## config.mk

```make
export PLATFORM = sky130hd
export DESIGN_NAME = sdram_burst_tester
export DESIGN_NICKNAME = d
export VERILOG_FILES = /design/src/rtl/sdram_burst_tester.sv
export SDC_FILE = /design/constraint.sdc
export NUM_CORES = 1
export LEC_CHECK = 0
export BUFFER_PORTS_ARGS = -buffer_cell sky130_fd_sc_hd__buf_2
export CORE_MARGIN = 1
export CORE_UTILIZATION = 54
export DETAILED_ROUTE_END_ITERATION = 6
export PLACE_DENSITY = 0.81
export SYNTH_ARGS = -nofsm -noshare
export SYNTH_HDL_FRONTEND = slang
export SYNTH_SLANG_ARGS = --single-unit
```

## constraint.sdc

```tcl
create_clock -name clk -period 2.5 [get_ports clk]
set_input_delay 0.125 -clock clk [delete_from_list [all_inputs] [get_ports clk]]
set_output_delay 0.125 -clock clk [all_outputs]
set_load 0.03 [all_outputs]
```

## src/rtl/sdram_burst_tester.sv

```systemverilog
// Avalon-MM burst master for SDRAM bring-up: writes NUM_BURSTS bursts of a
// deterministic pattern, reads them back and checks every beat in hardware.
module sdram_burst_tester #(
   parameter int unsigned        DATA_W      = 16,
   parameter int unsigned        ADDR_W      = 25,
   parameter int unsigned        BURST_W     = 7,
   parameter int unsigned        BURST_LEN   = 8,
   parameter int unsigned        NUM_BURSTS  = 4,
   parameter logic [ADDR_W-1:0]  BASE_ADDR   = '0,
   parameter logic [DATA_W-1:0]  PATTERN_XOR = DATA_W'(16'hA5C3),
   parameter int unsigned        TIMEOUT     = 1023
) (
   input  logic                  clk,
   input  logic                  rst,
   input  logic                  start,
   output logic                  busy,
   output logic                  done,
   output logic                  pass,
   output logic                  timeout,
   output logic [15:0]           error_count,
   output logic [ADDR_W-1:0]     first_err_addr,
   output logic [ADDR_W-1:0]     dbus_address,
   output logic [DATA_W-1:0]     dbus_writedata,
   input  logic [DATA_W-1:0]     dbus_readdata,
   output logic [DATA_W/8-1:0]   dbus_byteenable,
   output logic [BURST_W-1:0]    dbus_burstcount,
   output logic                  dbus_read,
   output logic                  dbus_write,
   input  logic                  dbus_waitrequest,
   input  logic                  dbus_readdatavalid
);

   localparam int unsigned       BYTES       = DATA_W / 8;
   localparam int unsigned       B_W         = (NUM_BURSTS > 1) ? $clog2(NUM_BURSTS) : 1;
   localparam int unsigned       K_W         = (BURST_LEN > 1) ? $clog2(BURST_LEN) : 1;
   localparam int unsigned       WD_W        = (TIMEOUT > 1) ? $clog2(TIMEOUT + 1) : 1;
   localparam logic [B_W-1:0]    LAST_B      = B_W'(NUM_BURSTS - 1);
   localparam logic [K_W-1:0]    LAST_K      = K_W'(BURST_LEN - 1);
   localparam logic [WD_W-1:0]   WD_LAST     = WD_W'(TIMEOUT - 1);
   localparam logic [ADDR_W-1:0] BURST_BYTES = ADDR_W'(BURST_LEN * BYTES);

   typedef enum logic [2:0] {
      S_IDLE, S_WR, S_RD_CMD, S_RD_DATA, S_DONE
   } state_e;

   state_e            state_q, state_d;
   logic [B_W-1:0]    b_q, b_d;
   logic [K_W-1:0]    k_q, k_d;
   logic [ADDR_W-1:0] addr_q, addr_d;
   logic [WD_W-1:0]   wd_q, wd_d;
   logic [15:0]       err_q, err_d;
   logic [ADDR_W-1:0] fea_q, fea_d;
   logic              timeout_q, timeout_d;
   logic              done_q, done_d;

   logic [31:0]       beat_idx;
   logic [DATA_W-1:0] pattern;
   logic              req_act;

   // Expected beat data D(b,k) is shared by the write and the compare path.
   assign beat_idx = 32'(b_q) * 32'(BURST_LEN) + 32'(k_q);
   assign pattern  = DATA_W'(beat_idx) ^ PATTERN_XOR;

   // NOTE: reset is synchronous, so it lives inside the clocked branch; all
   // state uses non-blocking assignment so every register sees pre-edge values.
   always_ff @(posedge clk) begin
      if (rst) begin
         state_q   <= S_IDLE;
         b_q       <= '0;
         k_q       <= '0;
         addr_q    <= '0;
         wd_q      <= '0;
         err_q     <= '0;
         fea_q     <= '0;
         timeout_q <= 1'b0;
         done_q    <= 1'b0;
      end else begin
         state_q   <= state_d;
         b_q       <= b_d;
         k_q       <= k_d;
         addr_q    <= addr_d;
         wd_q      <= wd_d;
         err_q     <= err_d;
         fea_q     <= fea_d;
         timeout_q <= timeout_d;
         done_q    <= done_d;
      end
   end

   // NOTE: every target gets a hold default first, so no path can infer a latch.
   always_comb begin
      state_d   = state_q;
      b_d       = b_q;
      k_d       = k_q;
      addr_d    = addr_q;
      wd_d      = wd_q;
      err_d     = err_q;
      fea_d     = fea_q;
      timeout_d = timeout_q;
      unique case (state_q)
         S_IDLE, S_DONE: begin
            if (start) begin
               state_d   = S_WR;
               b_d       = '0;
               k_d       = '0;
               addr_d    = BASE_ADDR;
               err_d     = '0;
               fea_d     = '0;
               timeout_d = 1'b0;
            end
         end
         S_WR: begin
            if (!dbus_waitrequest) begin
               if (k_q == LAST_K) begin
                  k_d = '0;
                  if (b_q == LAST_B) begin
                     b_d     = '0;
                     addr_d  = BASE_ADDR;
                     state_d = S_RD_CMD;
                  end else begin
                     b_d    = b_q + 1'b1;
                     addr_d = addr_q + BURST_BYTES;
                  end
               end else begin
                  k_d = k_q + 1'b1;
               end
            end
         end
         S_RD_CMD: begin
            if (!dbus_waitrequest) begin
               state_d = S_RD_DATA;
               k_d     = '0;
               wd_d    = '0;
            end
         end
         S_RD_DATA: begin
            if (dbus_readdatavalid) begin
               wd_d = '0;
               if (dbus_readdata != pattern) begin
                  if (err_q != 16'hFFFF) err_d = err_q + 16'd1;
                  if (err_q == 16'd0)    fea_d = addr_q + ADDR_W'(32'(k_q) * BYTES);
               end
               if (k_q == LAST_K) begin
                  k_d = '0;
                  if (b_q == LAST_B) begin
                     state_d = S_DONE;
                  end else begin
                     b_d     = b_q + 1'b1;
                     addr_d  = addr_q + BURST_BYTES;
                     state_d = S_RD_CMD;
                  end
               end else begin
                  k_d = k_q + 1'b1;
               end
            end else if (wd_q == WD_LAST) begin
               timeout_d = 1'b1;
               state_d   = S_DONE;
            end else begin
               wd_d = wd_q + 1'b1;
            end
         end
         default: state_d = S_IDLE;
      endcase
      done_d = (state_d == S_DONE) && (state_q != S_DONE);
   end

   always_comb begin
      dbus_write      = (state_q == S_WR);
      dbus_read       = (state_q == S_RD_CMD);
      req_act         = dbus_write || dbus_read;
      busy            = (state_q == S_WR) || (state_q == S_RD_CMD) || (state_q == S_RD_DATA);
      dbus_address    = addr_q;
      dbus_writedata  = dbus_write ? pattern : '0;
      dbus_byteenable = req_act ? '1 : '0;
      dbus_burstcount = req_act ? BURST_W'(BURST_LEN) : BURST_W'(1);
      done            = done_q;
      pass            = (state_q == S_DONE) && !timeout_q && (err_q == 16'd0);
      timeout         = timeout_q;
      error_count     = err_q;
      first_err_addr  = fea_q;
   end

endmodule

```

==> flow_metrics.tcl <==
set metrics [dict create \
    outcome "completed" \
    num_antenna_cells 0 \
    gp_congestion 0.946 \
    leakage_nw 2.09 \
    grt.overflow.total 0 \
    drt-pass1-iter-count 4 \
    worstPathArrival_ns 2.49 \
    drc_errors 0 \
    power_frac_clock_pct 36.6 \
    final.setup_skew_ns 0.0107 \
    portBuffers 102 \
    synthFlopType "dfxtp_1" \
    timing.final.crit_share_pct 89.0 \
    postSynthCellCount 559 \
    io_pins 118 \
    slew_violations 0 \
    wl_per_cell_um 15.6 \
    synth_seq_cells 81 \
    holdCritPathClass "in2reg" \
    final_cell_mix "102 x buf_2, 81 x dfxtp_1, 49 x a21oi_1" \
    vias_per_cell 6.06 \
    synth_top_cell_by_area "dfxtp_1" \
    crit_end "dbus_address[22]$_SDFFE_PP0P_" \
    final_antenna_net_count 0 \
    timing.rr.end "dbus_address[22]$_SDFFE_PP0P_" \
    drt_iter0_markers 228 \
    cp-end-kind "flop" \
    setup_viol 0 \
    finalHoldViolCount 0 \
    maxSlewHeadroom_pct 34.6 \
    post_cts_buffers 0 \
    ctsHoldBuffers 0 \
    drive_gt1_share_pct 23.0 \
    dp_hpwl_um 8590 \
    hold_ws_ns 0.129 \
    design.die.area_sq_um 8920 \
    vias 4566 \
    final_net_count 673 \
    whs_path_depth 3 \
    cp.required_ns 2.76 \
    cts_resized 0 \
    p_comb_share_pct 10.9 \
    drv_cap 0 \
    swShare_pct 29.7 \
    num_rows 33 \
    rsz0062_at_grt "no" \
    worstSkewPairLatency_ns 0.36 \
    rr_worst_depth 7 \
    cp-start-kind "flop" \
    antenna_found_initial 0 \
    die_h_um 94.5 \
    worst_pin_slew_ns 0.973 \
    timing.fmax_ghz 0.449 \
    cts_tree "yes" \
    grt_pass1_vias 4128 \
    final_common_cell "buf_2" \
    area_delta_synth_final_pct 14.1 \
    p_sw_uw 735 \
    track_usage_pct 26.9 \
    grt_max_degree 41 \
    synth_area_leaders "dfxtp_1 35%, a21oi_1 5.3%, nand4_1 4.3%" \
    clk_path_buf_depth 2 \
    peakVddDrop_uv 265 \
    worstSetupStartpoint "k_q[1]$_SDFFE_PP0P_" \
    start_util_pct 55.9 \
    path_max_fanout 7 \
    p_seq_share_pct 52.5 \
    synthDominantCellAreaShare_pct 35.1 \
    cts.reportedPaths.clkPinSlew_ns 0.09 \
    die_w_um 94.5 \
    h-tree-depth 3 \
    synth_warnings 0 \
    synth_cell_types 63 \
    cts_root_buf "clkbuf_8" \
    path_class "reg2reg" \
    netlist_area_sq_um 4620 \
    clock_sinks 81 \
    grt_pass1_wl_um 19100 \
    core_sq_um 8260 \
    total_power_mw 2.47 \
    synth_edf_count 0 \
    period_needed_ns 2.23 \
    cts_inserted_buffers 9 \
    timing.reg2reg.setup_slack_ns 0.27 \
    cellPowerDensity_nw_per_um2 470 \
    r2r_start "k_q[1]$_SDFFE_PP0P_" \
    wl_um 11800 \
    synth_area_per_cell_sq_um 8.26 \
    synthArstFlopShare_pct 0 \
    synth_seq_area_share_pct 35.1 \
    internal_power_mw 1.74 \
    fin_setup_tns_ns 0 \
]
[routing by layer]
layer / GRT usage [%] / share of wire, % / vias to the layer above
li1: - / - / 2188
met1: 34.9 / 44 / 2155
met2: 44.8 / 47 / 206
met3: 5.80 / 7.9 / 17
met4: 7.95 / 1.4 / 0
met5: 0 / 0 / -
[worst max-delay path: stages (launching register included)]
cell and delay, ns:
dfxtp_1 0.44, ha_1 0.20, ha_1 0.27, and2_1 0.16, o2111ai_1 0.20, a2111oi_0 0.62
xnor2_1 0.19, nor2_1 0.05
[registers in the layout, indices dropped and copies added, names as in the netlist, 2 cells and up]
name / count
b_q: 2
dbus_address: 21
error_count: 16
first_err_addr: 24
k_q: 3
state_q: 3
wd_q: 10
[cell type report]
type / instances / area (sq um)
clock buffer: 9 / 124
clock inverter: 7 / 60.1
fill: 717 / 2990
inverter: 12 / 45.0
multi-input combinational: 421 / 2650
sequential: 81 / 1620
tap: 105 / 131
timing repair buffer: 118 / 631
[Yosys cell counts (10+ instances only)]
master and count:
a21oi_1 49, buf_2 11, buf_4 25, clkbuf_1 18, dfxtp_1 81, inv_1 12
nand2_1 29, nand3_1 20, nand4_1 32, nor2_1 48, o21ai_0 30, or4_1 10
xnor2_1 19, xor2_1 19
[cells by family after synthesis]
logic type / synth area share [%]
AOI/OAI and AO/OA: 19.1
and+or+nand+nor: 26.7
adders and majority gates: 2.44
DFF: 35.1
buffers and inverters: 8.73
other: 0.0812
xor gates and xnor gates: 7.21
muxes: 0.650
[worst min-delay path by stage]
stage                                    start                              end  slack (ns)
2_1_floorplan                              rst      error_count[5]$_SDFFE_PP0P_        0.33
3_3_place_gp   first_err_addr[14]$_SDFFE_PP0P_  first_err_addr[14]$_SDFFE_PP0P_        0.46
3_5_place_dp   first_err_addr[18]$_SDFFE_PP0P_  first_err_addr[18]$_SDFFE_PP0P_        0.47
4_1_cts                                  start                  done$_SDFF_PP0_        0.13
5_1_grt                                  start            state_q[2]$_SDFF_PP0_        0.15
6_report                                 start                  done$_SDFF_PP0_        0.13
[metrics by stage]
stage	cell area (sq um)	std cells	util [%]	setup WS, ns
6_report	5270	753	63.8	0.274
5_1_grt	5270	753	63.8	0.130
4_1_cts	5270	753	63.8	0.299
3_5_place_dp	5080	737	61.5	0.315
3_3_place_gp	5080	737	61.5	0.389
2_1_floorplan	4680	574	-	0.167
[power groups by stage]
stage / clock network [mW] / logic (mW) / registers [mW]
2_1_floorplan: 0 / 0.233 / 1.33
3_3_place_gp: 0 / 0.262 / 1.33
3_5_place_dp: 0 / 0.266 / 1.33
4_1_cts: 0.917 / 0.267 / 1.30
5_1_grt: 0.971 / 0.292 / 1.30
6_report: 0.906 / 0.269 / 1.30
Note: power is estimated with default switching activity, not from simulation.
